File: src/rtl/sr_latch_driver_if.sv
// Request handshake bundle between the control logic and the SR latch sequencer.
`timescale 1ns/1ps
interface sr_latch_driver_if;
    logic req_valid;
    logic req_op;
    logic req_ready;

    modport master (output req_valid, output req_op, input req_ready);
    modport slave  (input req_valid, input req_op, output req_ready);
endinterface

File: src/rtl/sr_latch_driver.sv
// Sequences non-overlapping S/R/EN pulses into a gated SR latch and
// verifies the latch state through a synchronized Q readback.
`timescale 1ns/1ps
module sr_latch_driver #(
    parameter int SETUP_CYC = 2,
    parameter int PULSE_CYC = 4,
    parameter int HOLD_CYC  = 2
) (
    input  logic               clk,
    input  logic               rst_n,
    sr_latch_driver_if.slave   req,
    output logic               s_out,
    output logic               r_out,
    output logic               en_out,
    input  logic               q_fb,
    output logic               done,
    output logic               err,
    output logic [7:0]         err_cnt
);
    localparam logic [7:0] SETUP_LD = 8'(SETUP_CYC - 1);
    localparam logic [7:0] PULSE_LD = 8'(PULSE_CYC - 1);
    localparam logic [7:0] HOLD_LD  = 8'(HOLD_CYC - 1);
    localparam logic [7:0] CHECK_LD = 8'd1;

    typedef enum logic [2:0] {IDLE, SETUP, PULSE, HOLD, CHECK} state_t;

    state_t     state_reg, state_next;
    logic [7:0] cnt_reg, cnt_next;
    logic       op_reg, op_next;
    logic [1:0] sync_reg;
    logic       q_sync;
    logic       check_end;
    logic       drive_next;
    logic       s_next, r_next, en_next, ready_next;
    logic       done_next, err_next;
    logic [7:0] err_cnt_next;

    assign q_sync = sync_reg[1];

    always_comb begin
        state_next = state_reg;
        cnt_next   = cnt_reg;
        op_next    = op_reg;
        check_end  = 1'b0;
        case (state_reg)
            IDLE: begin
                if (req.req_valid && req.req_ready) begin
                    state_next = SETUP;
                    cnt_next   = SETUP_LD;
                    op_next    = req.req_op;
                end
            end
            SETUP: begin
                if (cnt_reg == 8'd0) begin
                    state_next = PULSE;
                    cnt_next   = PULSE_LD;
                end else begin
                    cnt_next = cnt_reg - 8'd1;
                end
            end
            PULSE: begin
                if (cnt_reg == 8'd0) begin
                    state_next = HOLD;
                    cnt_next   = HOLD_LD;
                end else begin
                    cnt_next = cnt_reg - 8'd1;
                end
            end
            HOLD: begin
                if (cnt_reg == 8'd0) begin
                    state_next = CHECK;
                    cnt_next   = CHECK_LD;
                end else begin
                    cnt_next = cnt_reg - 8'd1;
                end
            end
            CHECK: begin
                if (cnt_reg == 8'd0) begin
                    state_next = IDLE;
                    cnt_next   = 8'd0;
                    check_end  = 1'b1;
                end else begin
                    cnt_next = cnt_reg - 8'd1;
                end
            end
            default: begin
                state_next = IDLE;
                cnt_next   = 8'd0;
            end
        endcase

        // Outputs are decoded from the next state so every output is a flop.
        drive_next   = (state_next == SETUP) || (state_next == PULSE) || (state_next == HOLD);
        s_next       = drive_next & op_next;
        r_next       = drive_next & ~op_next;
        en_next      = (state_next == PULSE);
        ready_next   = (state_next == IDLE);
        done_next    = check_end & (q_sync == op_reg);
        err_next     = check_end & (q_sync != op_reg);
        err_cnt_next = (err_next && (err_cnt != 8'hFF)) ? err_cnt + 8'd1 : err_cnt;
    end

    always_ff @(posedge clk or negedge rst_n) begin
        if (!rst_n) begin
            state_reg     <= IDLE;
            cnt_reg       <= 8'd0;
            op_reg        <= 1'b0;
            sync_reg      <= 2'b00;
            s_out         <= 1'b0;
            r_out         <= 1'b0;
            en_out        <= 1'b0;
            req.req_ready <= 1'b1;
            done          <= 1'b0;
            err           <= 1'b0;
            err_cnt       <= 8'd0;
        end else begin
            state_reg     <= state_next;
            cnt_reg       <= cnt_next;
            op_reg        <= op_next;
            sync_reg      <= {sync_reg[0], q_fb};
            s_out         <= s_next;
            r_out         <= r_next;
            en_out        <= en_next;
            req.req_ready <= ready_next;
            done          <= done_next;
            err           <= err_next;
            err_cnt       <= err_cnt_next;
        end
    end
endmodule

File: src/flat_wrapper.sv
// flat-port wrapper written by rule: the top's interface ports become plain ports
module sr_latch_driver_flat 
#(
    parameter int SETUP_CYC = 2,
    parameter int PULSE_CYC = 4,
    parameter int HOLD_CYC  = 2
)
  (clk, rst_n, s_out, r_out, en_out, q_fb, done, err, err_cnt, req_req_valid, req_req_op, req_req_ready);
  sr_latch_driver_if req_i ();
  input  logic clk;
  input  logic rst_n;
  output logic s_out;
  output logic r_out;
  output logic en_out;
  input  logic q_fb;
  output logic done;
  output logic err;
  output logic [7:0] err_cnt;
  input wire logic [$bits(req_i.req_valid)-1:0] req_req_valid;
  input wire logic [$bits(req_i.req_op)-1:0] req_req_op;
  output wire logic [$bits(req_i.req_ready)-1:0] req_req_ready;
  assign req_i.req_valid = req_req_valid;
  assign req_i.req_op = req_req_op;
  assign req_req_ready = req_i.req_ready;
  sr_latch_driver #(.SETUP_CYC(SETUP_CYC), .PULSE_CYC(PULSE_CYC), .HOLD_CYC(HOLD_CYC)) u_core (.clk(clk), .rst_n(rst_n), .req(req_i), .s_out(s_out), .r_out(r_out), .en_out(en_out), .q_fb(q_fb), .done(done), .err(err), .err_cnt(err_cnt));
endmodule
File: config.mk
export PLATFORM = sky130hd
export DESIGN_NAME = sr_latch_driver_flat
export DESIGN_NICKNAME = d
export VERILOG_FILES = /design/src/rtl/sr_latch_driver_if.sv /design/src/rtl/sr_latch_driver.sv /design/src/flat_wrapper.sv
export SDC_FILE = /design/constraint.sdc
export NUM_CORES = 1
export LEC_CHECK = 0
export ABC_CLOCK_PERIOD_IN_PS = 1900
export CORE_MARGIN = 3
export CORE_UTILIZATION = 55
export CTS_CLUSTER_SIZE = 40
export DETAILED_ROUTE_END_ITERATION = 10
export DONT_BUFFER_PORTS = 1
export HOLD_SLACK_MARGIN = 0.05
export PLACE_DENSITY_LB_ADDON = 0.05
export REMOVE_ABC_BUFFERS = 1
export SLEW_MARGIN = 20
export SYNTH_ARGS = -nofsm -noshare
export SYNTH_HDL_FRONTEND = slang
export SYNTH_SLANG_ARGS = --single-unit
File: constraint.sdc
create_clock -name clk -period 1.9 [get_ports clk]
set_input_delay 0.285 -clock clk [delete_from_list [all_inputs] [get_ports clk]]
set_output_delay 0.285 -clock clk [all_outputs]
set_load 0.01 [all_outputs]
# After elaboration in Yosys (flattened, before gate mapping)
# Cells that the tools add are included.
[totals]
regBits = 28
out_inout_bits = 14
input_bits = 5
[op_classes]
mux = 15
addsub = 2
n_bitwise = 5
eq_ne = 11
n_reduce_logical = 8
[op_table]
columns = ["op", "count"]
rows = [
  ["8-bit 2-to-1 mux", 4],
  ["8-bit one-hot mux with 4 select lines", 1],
  ["3-bit 2-to-1 mux", 5],
  ["3-bit one-hot mux with 5 select lines", 1],
  ["3-bit by 2-bit equality test with 1-bit output, second input constant", 4],
  ["8-bit by 1-bit adder with 8-bit output, second input constant", 1],
  ["8-bit logical NOT", 1],
  ["8-bit != test, second input constant", 1],
  ["8-bit by 1-bit subtractor with 8-bit output, second input constant", 1],
  ["3-bit by 1-bit equality test with 1-bit output, second input constant", 2],
  ["3-bit logical NOT", 2],
  ["1-bit AND", 4],
  ["1-bit 2-to-1 mux", 4],
  ["3-bit equality test, second input constant", 1],
  ["1-bit logical AND", 2],
  ["1-bit logical OR", 2],
  ["2-bit by 1-bit != test with 1-bit output, second input constant", 1],
  ["2-bit OR reduction", 1],
  ["1-bit equality test", 1],
  ["1-bit != test", 1],
  ["1-bit NOT", 1],
]

# Logic depth before layout (Yosys ltp)
[logic_depth]
ltp_word = 7
mapped_depth = 7
ltp_nobuf = 6

# Worst setup path after synthesis
# No wires, ideal clock.
[synth_path]
kind = "register -> register"
from = "register u_core.cnt_reg[0]"
to = "register u_core.err_cnt[7]"
path_stages_with_launch = 7
path_buffers = 0
setup_time_ns = 0.125
required_ns = 1.775
path_slack_ns = 0.014
arrival_time_ns = 1.761
synth_period_minus_slack_ns = 1.886
path_cell_list = "dfrtp_1 > inv_1 > ha_1 > nor3b_2 > nand4_4 > nor3_1 > mux2_2"
[synth_via]
elab_chain_cells = 5
[synth_lines]
columns = ["item", "line_no", "text"]
rows = [
  ["from (decl)", "sr_latch_driver.sv:28", "logic [7:0] cnt_reg, cnt_next;"],
  ["from (signal assigned)", "sr_latch_driver.sv:118", "cnt_reg <= cnt_next;"],
  ["8-bit logical NOT", "sr_latch_driver.sv:78", "if (cnt_reg == 8'd0) begin"],
  ["1-bit 2-to-1 mux", "sr_latch_driver.sv:78", ""],
  ["1-bit 2-to-1 mux", "sr_latch_driver.sv:45", "case (state_reg)"],
  ["1-bit AND", "sr_latch_driver.sv:99", "err_next = check_end & (q_sync != op_reg);"],
  ["1-bit logical AND", "sr_latch_driver.sv:100", "err_cnt_next = (err_next && (err_cnt != 8'hFF)) ? err_cnt + 8'd1 : err_cnt;"],
  ["to (signal assigned)", "sr_latch_driver.sv:127", "err_cnt <= err_cnt_next;"],
  ["to (decl)", "sr_latch_driver.sv:18", "output logic [7:0] err_cnt"],
]
# No other way between the ends.
# A chain may end at the register's enable or synchronous reset.

# Final worst setup path
[layout_path]
from = "register u_core.cnt_reg[2]"
to = "register u_core.err_cnt[6]"
# The elaborated chain is that of the path after synthesis.

==> summary.txt <==
Timing
  • Post-route setup TNS: 0 ns
  • # setup viols final: 0
  • Hold Violations, Final: 0
  • Final Slew Violations: 0
  • Final worst setup slack: 0.0902 ns
  • Final period utilization: 95.3%
  • Clk_skew: 0.00348 ns
  • Fmax: 0.553 GHz
  • Rel. slew slack: 72.8%
  • Worst-Margin Slew: 0.398 ns
  • Crit path time final: 1.81 ns

Critical path
  • Critical path startpoint category: flip-flop
  • Worst R2R Start: u_core.cnt_reg[2]$_DFFE_PN0P_
  • Flop2flop setup slack: 0.09 ns
  • CP startpoint: u_core.cnt_reg[2]$_DFFE_PN0P_
  • CP Capture Point: u_core.err_cnt[6]$_DFFE_PN0P_
  • Biggest fanout along the worst timing path: 8
  • R2r endpoint: u_core.err_cnt[6]$_DFFE_PN0P_
  • Crit path required time: 2.13 ns
  • Critical path type: reg -> reg
  • Element type at the critical path end: flip-flop
  • Worst r2r path cells: 5
  • Critical Path AT: 2.04 ns

Placed design
  • Gpl congestion: 0.818
  • Dpl cells: 163
  • HPWL Detailed: 1830 um
  • Setup WS pre-CTS: 0.0511 ns
  • IO buf count: 0

Synthesis
  • Top cells by area, synth: dfrtp_1 49%, xor2_1 7.7%, nor2_1 4.9%, nand3_1 3.3%, mux2_2 3.3%
  • Largest family of logic cells by synthesized area: simple AND/OR/NAND/NOR gates
  • Post-synth top flop: dfrtp_1
  • Post-Synth XOR/XNOR Area: 8.34%
  • Yosys warning total: 0
  • Synth unique cells: 36
  • Synth area leader: dfrtp_1
  • Post-synth ARST share: 100%
  • Mux contribution to synthesized area: 4.03%
  • Share of the synthesized area in the top cell type: 49.5%
  • Post-synthesis cell area: 1370 um^2
  • Post-synth top cells: 27 x dfrtp_1, 18 x nor2_1, 12 x xor2_1
  • Count leader, synth: dfrtp_1
  • Synth Area in Simple Gates: 23.2%
  • Synth Area in Compound Gates: 7.88%
  • Sequential area share after synthesis: 51.4%
  • Post-synth EDFFs: 0
  • Cells after Synth: 128
  • Synth Area in Adders: 1.83%
  • Synth Area per Inst: 10.7 um^2
  • Synthesis-stage register bit count: 28

Floorplan
  • Core ar.: 2280 um^2
  • Starting Density: 60.0%
  • Row Count: 17
  • Die height: 55.8 um
  • Die area: 3120 um^2
  • # IOs: 19
  • Chip width: 55.8 um

Routing
  • Routed len/inst: 15.1 um
  • Vias: 993
  • DRC: 0
  • First-pass DRT Iterations: 6
  • Routed vias/inst: 5.81
  • DRT antenna net count: 0
  • Post-Route WL: 2580 um
  • Initial drt markers: 20

Power
  • Lkg Pwr: 0.000722 uW
  • Switch share: 38.2%
  • PD cells: 1390 nW/um^2
  • Internal Power: 1340 uW
  • Combinational share of power: 45.4%
  • Net Sw Power: 826 uW
  • Reg power frac: 41.3%
  • Clk network pwr share: 13.3%
  • Maximum VDD drop: 0.978 mV

Min path
  • Worst Hold Depth: 1
  • Worst Hold Class: in -> reg

GRT
  • GRT Total Usage: 17.7%
  • Initial antenna violation count: 0
  • Global-route wire length before repair: 4370 um
  • GRT overflow: 0
  • Vias in the first global route: 1,014
  • Pin count of the biggest net entering global routing: 29

Finish
  • Ant. Diodes: 0
  • Non-Filler Instances: 171
  • Fin nets: 151
  • Layout area overhead: 13.8%
  • Layout cell share with drive strength beyond 1: 21.0%

CTS
  • Clock sinks: 28
  • CTS buffer count: 3
  • CTS tree: yes
  • Clock Root Buffer: clkbuf_4
  • Clk buf depth: 2
  • Register clock-pin slew on the reported worst setup and hold paths: 0.14 ns
  • Clk_lat worst skew: 0.33 ns
  • H-tree depth: 1

Status
  • Status: completed

Flow run
  • Max-cap viol count: 0
==> power by group through the flow <==
stage,registers (uW),logic (uW),clock network (uW)
floorplan,930,564,0
global placement,896,896,0
detailed placement,900,917,0
CTS,888,943,303
global route,910,1090,327
finish,892,982,288
==> layer usage <==
metal  wire length [um]  GRT usage, %
met5                  0             0
met4                 77          9.15
met3                102          4.41
met2               1260          29.1
met1               1140          21.5
==> cell type report <==
cell class	instances	area, um^2
clock buffers	4	36.3
well taps	28	35.0
fillers	176	722
flip-flops and latches	28	702
repair buffers	15	130
multi-input cells	91	632
inverters	5	18.8
==> worst min-delay path by stage <==
stage / start / end / slack [ns]
final: req_req_op / u_core.op_reg$_DFF_PN0_ / 0.12
after global routing: req_req_op / u_core.op_reg$_DFF_PN0_ / 0.11
after CTS: req_req_op / u_core.op_reg$_DFF_PN0_ / 0.11
after detailed placement: rst_n / u_core.done$_DFF_PN0_ / -0.009
after global placement: rst_n / u_core.cnt_reg[0]$_DFFE_PN0P_ / -0.01
after floorplan: rst_n / u_core.cnt_reg[0]$_DFFE_PN0P_ / -0.01
==> cells by family (layout without fill, tap and decap cells) <==
kind of cell,Yosys count,in the layout
AOI/OAI and AO/OA,14,14
muxes,5,5
adders and majority gates,2,2
DFF,28,28
xor gates and xnor gates,13,13
buffers and inverters,9,24
and+or+nand+nor,57,57
==> through the flow <==
step	utilization [%]	instance area [um^2]	power (uW)	hold WS, ns
detailed placement	64.0	1460	1820	-0.00949
global route	68.3	1550	2330	0.108
CTS	67.3	1530	2130	0.106
floorplan	-	1340	1490	-0.0106
finish	68.3	1550	2160	0.122
global placement	64.0	1460	1790	-0.00985
==> what timing repair did <==
| item | in CTS | in global routing |
|---|---|---|
| setup buffers | 0 | 1 |
| endpoints found under the hold margin | 29 | 0 |
| hold buffers | 3 | 0 |
| resized for setup | 0 | 5 |
| endpoints found under the setup margin | 0 | 10 |
==> worst max-delay path: stages (launching register included) <==
cell and delay [ns]:
dfrtp_1 0.48, nor4_4 0.28, buf_4 0.19, nand4_4 0.16, nor3_1 0.24, mux2_2 0.35
==> cells in the final DEF (no fill, tap or decap), types with 2 or more instances in the layout <==
cell,synthesis,routed
nand2_1,7,7
nor2_1,18,17
nor3_1,8,7
nand4_1,3,3
dfrtp_1,27,27
nor2b_1,2,2
buf_4,0,12
a211oi_1,3,3
dlygate4sd3_1,0,2
mux2_2,4,4
xor2_1,12,12
inv_1,5,5
a21oi_1,2,2
nor4_1,2,2
o22ai_1,2,2
clkbuf_4,0,3
nand3_1,9,9
ha_1,2,2
No activity file was read; power rests on OpenSTA's default activity.
